<file path="src/rtl/axi_stride_master_if.sv">
// AXI read address / read data channel bundle between the stride master and the
// downstream slave (prefetcher slave port).
interface axi_stride_master_if #(
    parameter int ADDR_BITS       = 32,
    parameter int BURST_LEN_WIDTH = 8,
    parameter int TID_WIDTH       = 8,
    parameter int DATA_WIDTH      = 8
);
    logic                       m_ar_valid;
    logic                       m_ar_ready;
    logic [ADDR_BITS-1:0]       m_ar_addr;
    logic [BURST_LEN_WIDTH-1:0] m_ar_len;
    logic [TID_WIDTH-1:0]       m_ar_id;
    logic                       m_r_valid;
    logic                       m_r_ready;
    logic [DATA_WIDTH-1:0]      m_r_data;
    logic                       m_r_last;
    logic [TID_WIDTH-1:0]       m_r_id;

    modport master (
        output m_ar_valid, m_ar_addr, m_ar_len, m_ar_id, m_r_ready,
        input  m_ar_ready, m_r_valid, m_r_data, m_r_last, m_r_id
    );

    modport slave (
        input  m_ar_valid, m_ar_addr, m_ar_len, m_ar_id, m_r_ready,
        output m_ar_ready, m_r_valid, m_r_data, m_r_last, m_r_id
    );
endinterface

</file>
<file path="src/rtl/axi_stride_master.sv">
// Strided AXI read burst generator with bounded outstanding bursts, response
// checking (id / last / unsolicited beats) and an XOR checksum of returned data.
module axi_stride_master #(
    parameter int ADDR_BITS           = 32,
    parameter int BURST_LEN_WIDTH     = 8,
    parameter int TID_WIDTH           = 8,
    parameter int DATA_WIDTH          = 8,
    parameter int LOG_MAX_OUTSTANDING = 2,
    parameter int REQ_CNT_WIDTH       = 16
) (
    input  logic                       clk,
    input  logic                       rst,
    input  logic                       start,
    input  logic [ADDR_BITS-1:0]       cfg_base,
    input  logic [ADDR_BITS-1:0]       cfg_stride,
    input  logic [REQ_CNT_WIDTH-1:0]   cfg_num_reqs,
    input  logic [BURST_LEN_WIDTH-1:0] cfg_len,
    input  logic [TID_WIDTH-1:0]       cfg_id,
    axi_stride_master_if.master        bus,
    output logic                       busy,
    output logic                       done,
    output logic [2:0]                 err,
    output logic [DATA_WIDTH-1:0]      checksum,
    output logic [REQ_CNT_WIDTH-1:0]   issued_cnt,
    output logic [REQ_CNT_WIDTH-1:0]   completed_cnt
);
    typedef enum logic [1:0] {IDLE = 2'd0, ISSUE = 2'd1, DRAIN = 2'd2, DONE = 2'd3} state_t;

    localparam int OUT_W = LOG_MAX_OUTSTANDING + 1;
    localparam logic [OUT_W-1:0] MAX_OUT = OUT_W'(1) << LOG_MAX_OUTSTANDING;

    state_t                     state_r, state_s;
    logic [ADDR_BITS-1:0]       stride_r, stride_s;
    logic [REQ_CNT_WIDTH-1:0]   num_reqs_r, num_reqs_s;
    logic [BURST_LEN_WIDTH-1:0] len_r, len_s;
    logic [TID_WIDTH-1:0]       id_r, id_s;
    logic                       ar_valid_r, ar_valid_s;
    logic [ADDR_BITS-1:0]       ar_addr_r, ar_addr_s;
    logic [OUT_W-1:0]           outstanding_r, outstanding_s;
    logic [BURST_LEN_WIDTH-1:0] beat_idx_r, beat_idx_s;
    logic [REQ_CNT_WIDTH-1:0]   issued_r, issued_s;
    logic [REQ_CNT_WIDTH-1:0]   completed_r, completed_s;
    logic [2:0]                 err_r, err_s;
    logic [DATA_WIDTH-1:0]      checksum_r, checksum_s;
    logic                       busy_r, busy_s;
    logic                       done_r, done_s;
    logic                       r_ready_r, r_ready_s;
    logic                       ar_hs_s, r_hs_s, at_len_s, out_inc_s, out_dec_s;

    // Next-state and next-output computation for the run FSM and datapath.
    always_comb begin
        state_s       = state_r;
        stride_s      = stride_r;
        num_reqs_s    = num_reqs_r;
        len_s         = len_r;
        id_s          = id_r;
        ar_addr_s     = ar_addr_r;
        outstanding_s = outstanding_r;
        beat_idx_s    = beat_idx_r;
        issued_s      = issued_r;
        completed_s   = completed_r;
        err_s         = err_r;
        checksum_s    = checksum_r;
        out_inc_s     = 1'b0;
        out_dec_s     = 1'b0;
        at_len_s      = (beat_idx_r == len_r);
        ar_hs_s       = ar_valid_r & bus.m_ar_ready;
        r_hs_s        = r_ready_r & bus.m_r_valid;

        case (state_r)
            IDLE: begin
                if (start) begin
                    stride_s      = cfg_stride;
                    num_reqs_s    = cfg_num_reqs;
                    len_s         = cfg_len;
                    id_s          = cfg_id;
                    ar_addr_s     = cfg_base;
                    outstanding_s = '0;
                    beat_idx_s    = '0;
                    issued_s      = '0;
                    completed_s   = '0;
                    err_s         = 3'b000;
                    checksum_s    = '0;
                    if (cfg_num_reqs == '0) begin
                        state_s = DRAIN;
                    end else begin
                        state_s = ISSUE;
                    end
                end else begin
                    state_s = IDLE;
                end
            end
            ISSUE, DRAIN: begin
                out_inc_s = (state_r == ISSUE) && ar_hs_s;
                if (r_hs_s) begin
                    checksum_s = checksum_r ^ bus.m_r_data;
                    if (bus.m_r_id != id_r) begin
                        err_s[0] = 1'b1;
                    end else begin
                        err_s[0] = err_r[0];
                    end
                    // A beat with nothing outstanding is flagged and XORed, but
                    // must not disturb the burst bookkeeping.
                    if (outstanding_r == '0) begin
                        err_s[2] = 1'b1;
                    end else if (at_len_s || bus.m_r_last) begin
                        err_s[1]    = err_r[1] | (at_len_s != bus.m_r_last);
                        beat_idx_s  = '0;
                        completed_s = completed_r + REQ_CNT_WIDTH'(1);
                        out_dec_s   = 1'b1;
                    end else begin
                        beat_idx_s = beat_idx_r + BURST_LEN_WIDTH'(1);
                    end
                end else begin
                    checksum_s = checksum_r;
                end

                if (out_inc_s) begin
                    issued_s  = issued_r + REQ_CNT_WIDTH'(1);
                    ar_addr_s = ar_addr_r + stride_r;
                end else begin
                    issued_s  = issued_r;
                end

                if (out_inc_s && !out_dec_s) begin
                    outstanding_s = outstanding_r + OUT_W'(1);
                end else if (!out_inc_s && out_dec_s) begin
                    outstanding_s = outstanding_r - OUT_W'(1);
                end else begin
                    outstanding_s = outstanding_r;
                end

                if (state_r == ISSUE) begin
                    if (out_inc_s && (issued_s == num_reqs_r)) begin
                        state_s = DRAIN;
                    end else begin
                        state_s = ISSUE;
                    end
                end else if (outstanding_s == '0) begin
                    state_s = DONE;
                end else begin
                    state_s = DRAIN;
                end
            end
            DONE: begin
                state_s = IDLE;
            end
            default: begin
                state_s = IDLE;
            end
        endcase

        // Outputs are registered, so they are derived from the next state.
        ar_valid_s = (state_s == ISSUE) && (outstanding_s < MAX_OUT);
        busy_s     = (state_s == ISSUE) || (state_s == DRAIN);
        r_ready_s  = busy_s;
        done_s     = (state_s == DONE);
    end

    // State and output registers with synchronous reset.
    always_ff @(posedge clk) begin
        if (rst) begin
            state_r       <= IDLE;
            stride_r      <= '0;
            num_reqs_r    <= '0;
            len_r         <= '0;
            id_r          <= '0;
            ar_valid_r    <= 1'b0;
            ar_addr_r     <= '0;
            outstanding_r <= '0;
            beat_idx_r    <= '0;
            issued_r      <= '0;
            completed_r   <= '0;
            err_r         <= 3'b000;
            checksum_r    <= '0;
            busy_r        <= 1'b0;
            done_r        <= 1'b0;
            r_ready_r     <= 1'b0;
        end else begin
            state_r       <= state_s;
            stride_r      <= stride_s;
            num_reqs_r    <= num_reqs_s;
            len_r         <= len_s;
            id_r          <= id_s;
            ar_valid_r    <= ar_valid_s;
            ar_addr_r     <= ar_addr_s;
            outstanding_r <= outstanding_s;
            beat_idx_r    <= beat_idx_s;
            issued_r      <= issued_s;
            completed_r   <= completed_s;
            err_r         <= err_s;
            checksum_r    <= checksum_s;
            busy_r        <= busy_s;
            done_r        <= done_s;
            r_ready_r     <= r_ready_s;
        end
    end

    assign bus.m_ar_valid = ar_valid_r;
    assign bus.m_ar_addr  = ar_addr_r;
    assign bus.m_ar_len   = len_r;
    assign bus.m_ar_id    = id_r;
    assign bus.m_r_ready  = r_ready_r;
    assign busy           = busy_r;
    assign done           = done_r;
    assign err            = err_r;
    assign checksum       = checksum_r;
    assign issued_cnt     = issued_r;
    assign completed_cnt  = completed_r;
endmodule
</file>
<file path="src/flat_wrapper.sv">
// flat-port wrapper written by rule: the top's interface ports become plain ports
module axi_stride_master_flat 
#(
    parameter int ADDR_BITS           = 32,
    parameter int BURST_LEN_WIDTH     = 8,
    parameter int TID_WIDTH           = 8,
    parameter int DATA_WIDTH          = 8,
    parameter int LOG_MAX_OUTSTANDING = 2,
    parameter int REQ_CNT_WIDTH       = 16
)
  (clk, rst, start, cfg_base, cfg_stride, cfg_num_reqs, cfg_len, cfg_id, busy, done, err, checksum, issued_cnt, completed_cnt, bus_m_ar_valid, bus_m_ar_addr, bus_m_ar_len, bus_m_ar_id, bus_m_r_ready, bus_m_ar_ready, bus_m_r_valid, bus_m_r_data, bus_m_r_last, bus_m_r_id);
  axi_stride_master_if #(.ADDR_BITS(ADDR_BITS), .BURST_LEN_WIDTH(BURST_LEN_WIDTH), .TID_WIDTH(TID_WIDTH), .DATA_WIDTH(DATA_WIDTH)) bus_i ();
  input  logic clk;
  input  logic rst;
  input  logic start;
  input  logic [ADDR_BITS-1:0] cfg_base;
  input  logic [ADDR_BITS-1:0] cfg_stride;
  input  logic [REQ_CNT_WIDTH-1:0] cfg_num_reqs;
  input  logic [BURST_LEN_WIDTH-1:0] cfg_len;
  input  logic [TID_WIDTH-1:0] cfg_id;
  output logic busy;
  output logic done;
  output logic [2:0] err;
  output logic [DATA_WIDTH-1:0] checksum;
  output logic [REQ_CNT_WIDTH-1:0] issued_cnt;
  output logic [REQ_CNT_WIDTH-1:0] completed_cnt;
  output wire logic [$bits(bus_i.m_ar_valid)-1:0] bus_m_ar_valid;
  output wire logic [$bits(bus_i.m_ar_addr)-1:0] bus_m_ar_addr;
  output wire logic [$bits(bus_i.m_ar_len)-1:0] bus_m_ar_len;
  output wire logic [$bits(bus_i.m_ar_id)-1:0] bus_m_ar_id;
  output wire logic [$bits(bus_i.m_r_ready)-1:0] bus_m_r_ready;
  input wire logic [$bits(bus_i.m_ar_ready)-1:0] bus_m_ar_ready;
  input wire logic [$bits(bus_i.m_r_valid)-1:0] bus_m_r_valid;
  input wire logic [$bits(bus_i.m_r_data)-1:0] bus_m_r_data;
  input wire logic [$bits(bus_i.m_r_last)-1:0] bus_m_r_last;
  input wire logic [$bits(bus_i.m_r_id)-1:0] bus_m_r_id;
  assign bus_m_ar_valid = bus_i.m_ar_valid;
  assign bus_m_ar_addr = bus_i.m_ar_addr;
  assign bus_m_ar_len = bus_i.m_ar_len;
  assign bus_m_ar_id = bus_i.m_ar_id;
  assign bus_m_r_ready = bus_i.m_r_ready;
  assign bus_i.m_ar_ready = bus_m_ar_ready;
  assign bus_i.m_r_valid = bus_m_r_valid;
  assign bus_i.m_r_data = bus_m_r_data;
  assign bus_i.m_r_last = bus_m_r_last;
  assign bus_i.m_r_id = bus_m_r_id;
  axi_stride_master #(.ADDR_BITS(ADDR_BITS), .BURST_LEN_WIDTH(BURST_LEN_WIDTH), .TID_WIDTH(TID_WIDTH), .DATA_WIDTH(DATA_WIDTH), .LOG_MAX_OUTSTANDING(LOG_MAX_OUTSTANDING), .REQ_CNT_WIDTH(REQ_CNT_WIDTH)) u_core (.clk(clk), .rst(rst), .start(start), .cfg_base(cfg_base), .cfg_stride(cfg_stride), .cfg_num_reqs(cfg_num_reqs), .cfg_len(cfg_len), .cfg_id(cfg_id), .bus(bus_i), .busy(busy), .done(done), .err(err), .checksum(checksum), .issued_cnt(issued_cnt), .completed_cnt(completed_cnt));
endmodule
</file>
<file path="config.mk">
export PLATFORM = sky130hd
export DESIGN_NAME = axi_stride_master_flat
export DESIGN_NICKNAME = d
export VERILOG_FILES = /design/src/rtl/axi_stride_master_if.sv /design/src/rtl/axi_stride_master.sv /design/src/flat_wrapper.sv
export SDC_FILE = /design/constraint.sdc
export NUM_CORES = 1
export LEC_CHECK = 0
export CAP_MARGIN = 15
export CORE_MARGIN = 2
export CORE_UTILIZATION = 50
export DETAILED_ROUTE_END_ITERATION = 12
export GPL_TIMING_DRIVEN = 0
export PLACE_DENSITY = 0.81
export RECOVER_POWER = 100
export SETUP_SLACK_MARGIN = 0.15
export SYNTH_ARGS = -nofsm -noshare
export SYNTH_HDL_FRONTEND = slang
export SYNTH_SLANG_ARGS = --single-unit
export TNS_END_PERCENT = 100
</file>
<file path="constraint.sdc">
create_clock -name clk -period 3.7 [get_ports clk]
set_input_delay 0.74 -clock clk [delete_from_list [all_inputs] [get_ports clk]]
set_output_delay 0.74 -clock clk [all_outputs]
set_load 0.005 [all_outputs]
</file>
==> flow_metrics.env, run 1 <==
export IMPL_async_flop_share=0
export IMPL_maxSlewHeadroom=0.07670
export IMPL_hp_start="u_core.stride_r[8]"
export IMPL_hold_viol=0
export IMPL_clk_latency_ns=0.43
export IMPL_fin_skew_ns=0.008615
export IMPL_critPathRequiredTime_ns=4.05
export IMPL_synthDistinctLibCells=74
export IMPL_grt_pass1_vias=8134
export IMPL_syn_avg_cell_area_um2=7.829
export IMPL_reg2reg_from="u_core.bus.m_ar_addr[12]"
export IMPL_area_growth_pct=33.64
export IMPL_worstPathMaxFanout=6
export IMPL_wl_mm=27.39
export IMPL_worst_hold_path_endpoint="u_core.stride_r[8]"
export IMPL_yosysTopAreaCell="dfxtp_1"
export IMPL_timing_final_crit_share=0.9442
export IMPL_die_h_um=136.2
export IMPL_clk_pin_slew_ns=0.06
export IMPL_post_cts_resized=0
export IMPL_postCtsSetupBuffers=0
export IMPL_reg2reg_depth=10
export IMPL_whs_ns=0.4604
export IMPL_reg2reg_slack_ns=0.21
export IMPL_cp_start_kind="register"
export IMPL_postCtsHoldBufs=0
export IMPL_die_width_um=136.2
export IMPL_synthCells=1117
export IMPL_synth_top_area_frac=0.3548
export IMPL_pin_count=213
export IMPL_core_area_mm2=0.01718
export IMPL_rsz0062_at_grt="no"
export IMPL_cts_max_path_buffers=2
export IMPL_vias=8988
export IMPL_tightest_slew_ns=1.370
export IMPL_initial_core_util=0.5091
export IMPL_wl_per_cell_um=17.28
export IMPL_ir_drop_v=0.0002976
export IMPL_synth_edff_count=0
export IMPL_hold_depth=2
export IMPL_routabilityCongestion=0.9455
export IMPL_slew_viol_final=0
export IMPL_grt_overflow=0
export IMPL_critPathArrivalTime_ns=3.84
export IMPL_final_setup_worst_slack_ns=0.2066
export IMPL_antenna_found_initial=0
export IMPL_ys_warnings_count=0
export IMPL_grt_pass1_wl_mm=42.20
export IMPL_final_nets=1510
export IMPL_power_uw=4437
export IMPL_yosys_register_bits=155
export IMPL_leakagePower_uw=0.004845
export IMPL_syn_cell_area_mm2=0.008745
export IMPL_cts_root_buf="clkbuf_16"
export IMPL_grt_usage=0.2909
export IMPL_vias_per_cell=5.671
export IMPL_htreeDepth=4
export IMPL_first_pass_iters=5
export IMPL_outcome="finished clean"
export IMPL_met2_usage=0.4648
export IMPL_hold_class="reg2reg"
export IMPL_dieArea_mm2=0.01856
export IMPL_synthTopCellsByArea="dfxtp_1 35%, nand2_1 8.4%, a21oi_1 7.9%"
export IMPL_critPathCaptureType="register"
export IMPL_tritoncts="built"
export IMPL_maxCapViolations=0
export IMPL_crit_type="reg2reg"
export IMPL_hpwl_mm=20.27
export IMPL_cts_sinks=155
export IMPL_port_buffers=211
export IMPL_min_period_ns=3.493
export IMPL_synth_net_count=1280
export IMPL_max_freq_mhz=286.3
export IMPL_cts_made_buffers=17
export IMPL_rr_endpoint="u_core.bus.m_ar_addr[25]"
export IMPL_utilization=0.6804
export IMPL_ys_seq_area_frac=0.3548
export IMPL_drt_iter0_drc=670
export IMPL_ys_flop_type="dfxtp_1"
export IMPL_layout_drive_gt1_share=0.03676
export IMPL_place_ws_ns=-0.02464
export IMPL_grt_max_degree=17
export IMPL_ant_nets=0
export IMPL_busiest_layer="met2"
export IMPL_power_density_mw_per_mm2=379.7
export IMPL_finalSetupViolations=0
export IMPL_grt_use_met3=0.05667
export IMPL_rows=48
export IMPL_grt_use_met1=0.3960
export IMPL_drc=0
export IMPL_diodes=0
## Yosys cell counts (17+ instances only)
master / count
nand2_1: 196
dfxtp_1: 155
a21oi_1: 138
nor2_1: 106
xor2_1: 55
clkbuf_1: 47
ha_1: 44
xnor2_1: 35
o21ai_0: 34
a211oi_1: 29
inv_1: 21
nand3_1: 20
nor3_1: 19
a21o_1: 17
nand4_1: 17
## power breakdown
| group | internal [uW] | switching [uW] | total (uW) | leakage, uW |
|---|---|---|---|---|
| combinational | 396 | 467 | 863 | 0.00330 |
| clock | 977 | 767 | 1740 | 0.000279 |
| sequential | 1760 | 73.9 | 1830 | 0.00127 |
| total | 3130 | 1310 | 4440 | 0.00484 |
## logic make-up (layout without fill, tap and decap cells)
logic type	count (synthesis)	after routing	synth area share
AOI/OAI and AO/OA	290	290	0.2100
xor gates and xnor gates	90	90	0.09014
adders and majority gates	45	45	0.06525
buffers and inverters	85	328	0.03792
DFF	155	155	0.3548
muxes	14	14	0.01617
and+or+nand+nor	438	438	0.2256
## critical path, cell delays in order, from the launching register on
cell      delay (ns)
dfxtp_1         0.33
ha_1            0.41
nand4_1         0.16
o41ai_1         0.47
a22oi_1         0.29
o21ai_2         0.25
a31oi_1         0.15
o21ai_0         0.53
a41oi_1         0.25
mux2_1          0.39
a211oi_2        0.18
## sequential cells by signal, summed over array words and instances, names as in the netlist
signal                 count
u_core.beat_idx_r          8
u_core.bus.m_ar_addr      32
u_core.bus.m_ar_id         8
u_core.bus.m_ar_len        8
u_core.bus.m_ar_valid      1
u_core.busy                1
u_core.checksum            8
u_core.completed_cnt      16
u_core.done                1
u_core.err                 3
u_core.issued_cnt         16
u_core.num_reqs_r         16
u_core.outstanding_r       3
u_core.state_r             2
u_core.stride_r           32
## routing by layer
metal  part of all wire  routed length, um  up-vias
met5                  0                  0        -
met4              0.022                598        0
met3              0.078               2142       47
met2               0.44              12190      383
met1               0.45              12460     4162
li1                   -                  -     4396
## worst max path at each step
stage	start	endpoint	cells past startpoint
detailed placement	bus_m_ar_ready	u_core.busy	11
CTS	u_core.beat_idx_r[2]	u_core.busy	12
finish	u_core.bus.m_ar_addr[12]	u_core.bus.m_ar_addr[25]	10
global placement	bus_m_ar_ready	u_core.busy	11
global route	u_core.bus.m_ar_addr[1]	u_core.bus.m_ar_addr[25]	10
floorplan	u_core.bus.m_ar_len[3]	u_core.bus.m_ar_valid	12
## per-stage QoR
stage	TNS [ns]	cells	cell area (um^2)
floorplan	0	1117	8745
global placement	0	1553	11140
detailed placement	-0.03856	1553	11140
CTS	0	1585	11730
global route	0	1585	11690
finish	0	1585	11690
## cell usage in the layout, fill, tap and decap left out, types with 36 or more instances in the layout
cell type | netlist | routed
xor2_1 | 55 | 55
clkbuf_1 | 47 | 54
nor2_1 | 106 | 106
dfxtp_1 | 155 | 155
clkdlybuf4s50_1 | 0 | 114
o21ai_0 | 34 | 36
nand2_1 | 196 | 196
a21oi_1 | 138 | 138
dlygate4sd3_1 | 0 | 97
ha_1 | 44 | 44
## layout make-up
type | instances | area [um^2]
buffer | 63 | 249.0
clock buffer | 19 | 452.9
clock inverter | 13 | 133.9
fill | 1525 | 5490
inverter | 22 | 82.58
multi-input combinational | 877 | 5271
sequential | 155 | 3103
tap | 225 | 281.5
timing repair buffer | 211 | 2112
(Power assumes the default switching activity.)
==> run 2, diff against run 1 <==
--- a/config.mk
+++ b/config.mk
@@ -6,11 +6,13 @@
 export NUM_CORES = 1
 export LEC_CHECK = 0
 export CAP_MARGIN = 15
+export CELL_PAD_IN_SITES_DETAIL_PLACEMENT = 1
+export CELL_PAD_IN_SITES_GLOBAL_PLACEMENT = 2
 export CORE_MARGIN = 2
-export CORE_UTILIZATION = 50
+export CORE_UTILIZATION = 28
 export DETAILED_ROUTE_END_ITERATION = 12
 export GPL_TIMING_DRIVEN = 0
-export PLACE_DENSITY = 0.81
+export PLACE_DENSITY_LB_ADDON = 0.1
 export RECOVER_POWER = 100
 export SETUP_SLACK_MARGIN = 0.15
 export SYNTH_ARGS = -nofsm -noshare
==> flow_metrics.env, run 2 (synthesis results as in run 1) <==
export IMPL_outcome="finished clean"
export IMPL_min_period_ns=3.465
export IMPL_antenna_found_initial=1
export IMPL_htreeDepth=4
export IMPL_layout_common_cells="196 x nand2_1, 155 x dfxtp_1, 138 x a21oi_1"
export IMPL_grt_pass1_wl_mm=51.16
export IMPL_reg2reg_depth=12
export IMPL_path_delay_family="compound AO/OA/AOI/OAI gates"
export IMPL_p_clk_frac=0.418
export IMPL_crit_type="reg2reg"
export IMPL_grt_overflow=0
export IMPL_pwr_share_comb=0.190
export IMPL_grt_max_degree=17
export IMPL_layout_drive_gt1_share=0.03971
export IMPL_grt_usage=0.2006
export IMPL_rows=64
export IMPL_area_growth_pct=37.11
export IMPL_drc=0
export IMPL_critPathArrivalTime_ns=3.78
export IMPL_tightest_slew_ns=1.061
export IMPL_placed_area_mm2=0.01135
export IMPL_worst_hold_path_endpoint="u_core.stride_r[4]"
export IMPL_finalSetupViolations=0
export IMPL_dp_cells=1724
export IMPL_mostFrequentLayoutCell="nand2_1"
export IMPL_slew_viol_final=0
export IMPL_hold_depth=2
export IMPL_vias_per_cell=4.933
export IMPL_final_seq_area_mm2=0.003103
export IMPL_ant_nets=0
export IMPL_clk_pin_slew_ns=0.07
export IMPL_rr_endpoint="u_core.bus.m_ar_addr[24]"
export IMPL_cp_buffers_inverters=1
export IMPL_maxSlewHeadroom=0.2882
export IMPL_vias=8668
export IMPL_final_nets=1510
export IMPL_switchingPower_uw=1407
export IMPL_crit_slowest_cell="nor3b_1"
export IMPL_core_area_mm2=0.03067
export IMPL_cts_made_buffers=17
export IMPL_clk_latency_ns=0.44
export IMPL_hold_class="reg2reg"
export IMPL_cts_sinks=155
export IMPL_crit_start="u_core.bus.m_ar_addr[0]"
export IMPL_final_cells=1757
export IMPL_critPathMaxStageDelay_ns=0.66
export IMPL_cts_max_path_buffers=2
export IMPL_setup_tns_ns=0
export IMPL_drt_iter0_drc=378
export IMPL_hpwl_mm=25.41
export IMPL_timing_final_crit_share=0.9365
export IMPL_final_setup_worst_slack_ns=0.2350
export IMPL_routabilityCongestion=0.7847
export IMPL_power_density_mw_per_mm2=389.8
export IMPL_reg2reg_from="u_core.bus.m_ar_addr[0]"
export IMPL_port_buffers=211
export IMPL_wl_mm=33.22
export IMPL_worstPathCellList="ha_1 > inv_1 > fa_1 > and2b_1 > o2111ai_1 > a41oi_1 > nor3b_1 > o41ai_4 > a31o_1 > a211o_1 > a21oi_1 > o21ai_1"
export IMPL_hold_viol=0
export IMPL_multi_input_area_mm2=0.005308
export IMPL_fin_skew_ns=0.01411
export IMPL_postCtsSetupBuffers=0
export IMPL_p_int_uw=3267
export IMPL_whs_ns=0.4680
export IMPL_first_pass_iters=4
export IMPL_wl_per_cell_um=18.91
export IMPL_initial_core_util=0.2851
export IMPL_die_h_um=180.7
export IMPL_reg2reg_slack_ns=0.23
export IMPL_cts_root_buf="clkbuf_16"
export IMPL_cp_start_kind="register"
export IMPL_die_width_um=180.7
export IMPL_hp_start="u_core.stride_r[4]"
export IMPL_critPathCaptureType="register"
export IMPL_leakagePower_uw=0.004912
export IMPL_fillers=3705
export IMPL_ir_drop_v=0.0003204
export IMPL_place_ws_ns=-0.07221
export IMPL_pin_count=213
export IMPL_rsz0062_at_grt="yes"
export IMPL_critPathRequiredTime_ns=4.01
export IMPL_tritoncts="built"
export IMPL_grt_pass1_vias=8851
export IMPL_power_frac_seq=0.392
export IMPL_dieArea_mm2=0.03266
export IMPL_maxCapViolations=0
export IMPL_final_area_mm2=0.01199
export IMPL_switching_share=0.3011
export IMPL_postCtsHoldBufs=0
export IMPL_worstPathMaxFanout=4
export IMPL_max_freq_mhz=288.6
## run 2: cell types whose count changed in the layout (fill, tap and decap cells not counted), sizes merged
cell / previous run / this run
clkbuf: 75 / 76
dlygate4sd3: 97 / 96
bufinv: 1 / 3
clkdlybuf4s50: 114 / 115
buf: 7 / 5
clkinvlp: 3 / 0
inv: 26 / 30
clkinv: 5 / 3
diode: 0 / 1
## run 2: per-stage QoR
stage / util / total power, uW
6_report: 0.3910 / 4674
5_1_grt: 0.3909 / 4906
4_1_cts: 0.3910 / 4760
3_5_place_dp: 0.3701 / 2791
3_3_place_gp: 0.3701 / 2782
2_1_floorplan: - / 2333
## run 2: layer usage
metal | wire [um] | vias up | global-route usage
li1 | - | 4377 | -
met1 | 16920 | 4100 | 0.2856
met2 | 14790 | 175 | 0.3203
met3 | 1284 | 16 | 0.03830
met4 | 230 | 0 | 0.02968
met5 | 0 | - | 0
## run 2: what timing repair did
action                                 4_1_cts  5_1_grt
endpoints found under the hold margin        0        0
setup endpoints to repair                    0        5
resized for setup                            0        3
## run 2: worst min-delay path, stage by stage (launching register included)
cell,delay (ns)
dfxtp_1,0.32
nand2_1,0.05
a21oi_1,0.05
## run 2: cell type report
| class | count | area share |
|---|---|---|
| sequential | 155 | 0.2588 |
| buffer | 63 | 0.02077 |
| timing repair buffer | 211 | 0.1761 |
| clock inverter | 14 | 0.01659 |
| inverter | 22 | 0.006887 |
| tap | 396 | 0.04132 |
| antenna | 1 | 0.0002087 |
| clock buffer | 18 | 0.03663 |
| multi-input combinational | 877 | 0.4427 |
## run 2: power by group through the flow
stage | clock network [uW] | registers (uW) | logic [uW]
after floorplan | 0 | 1850 | 480
after global placement | 0 | 1870 | 909
after detailed placement | 0 | 1870 | 917
after CTS | 2000 | 1840 | 924
after global routing | 2070 | 1850 | 989
final | 1950 | 1830 | 890
## run 2: worst max path at each step
stage          cells past startpoint  slack (ns)                       end
6_report                          12        0.23  u_core.bus.m_ar_addr[24]
5_1_grt                           12        0.07  u_core.bus.m_ar_addr[30]
4_1_cts                           12        0.33  u_core.bus.m_ar_addr[30]
3_5_place_dp                       9       -0.07     u_core.bus.m_ar_valid
3_3_place_gp                       9       -0.05     u_core.bus.m_ar_valid
2_1_floorplan                     12        0.95     u_core.bus.m_ar_valid
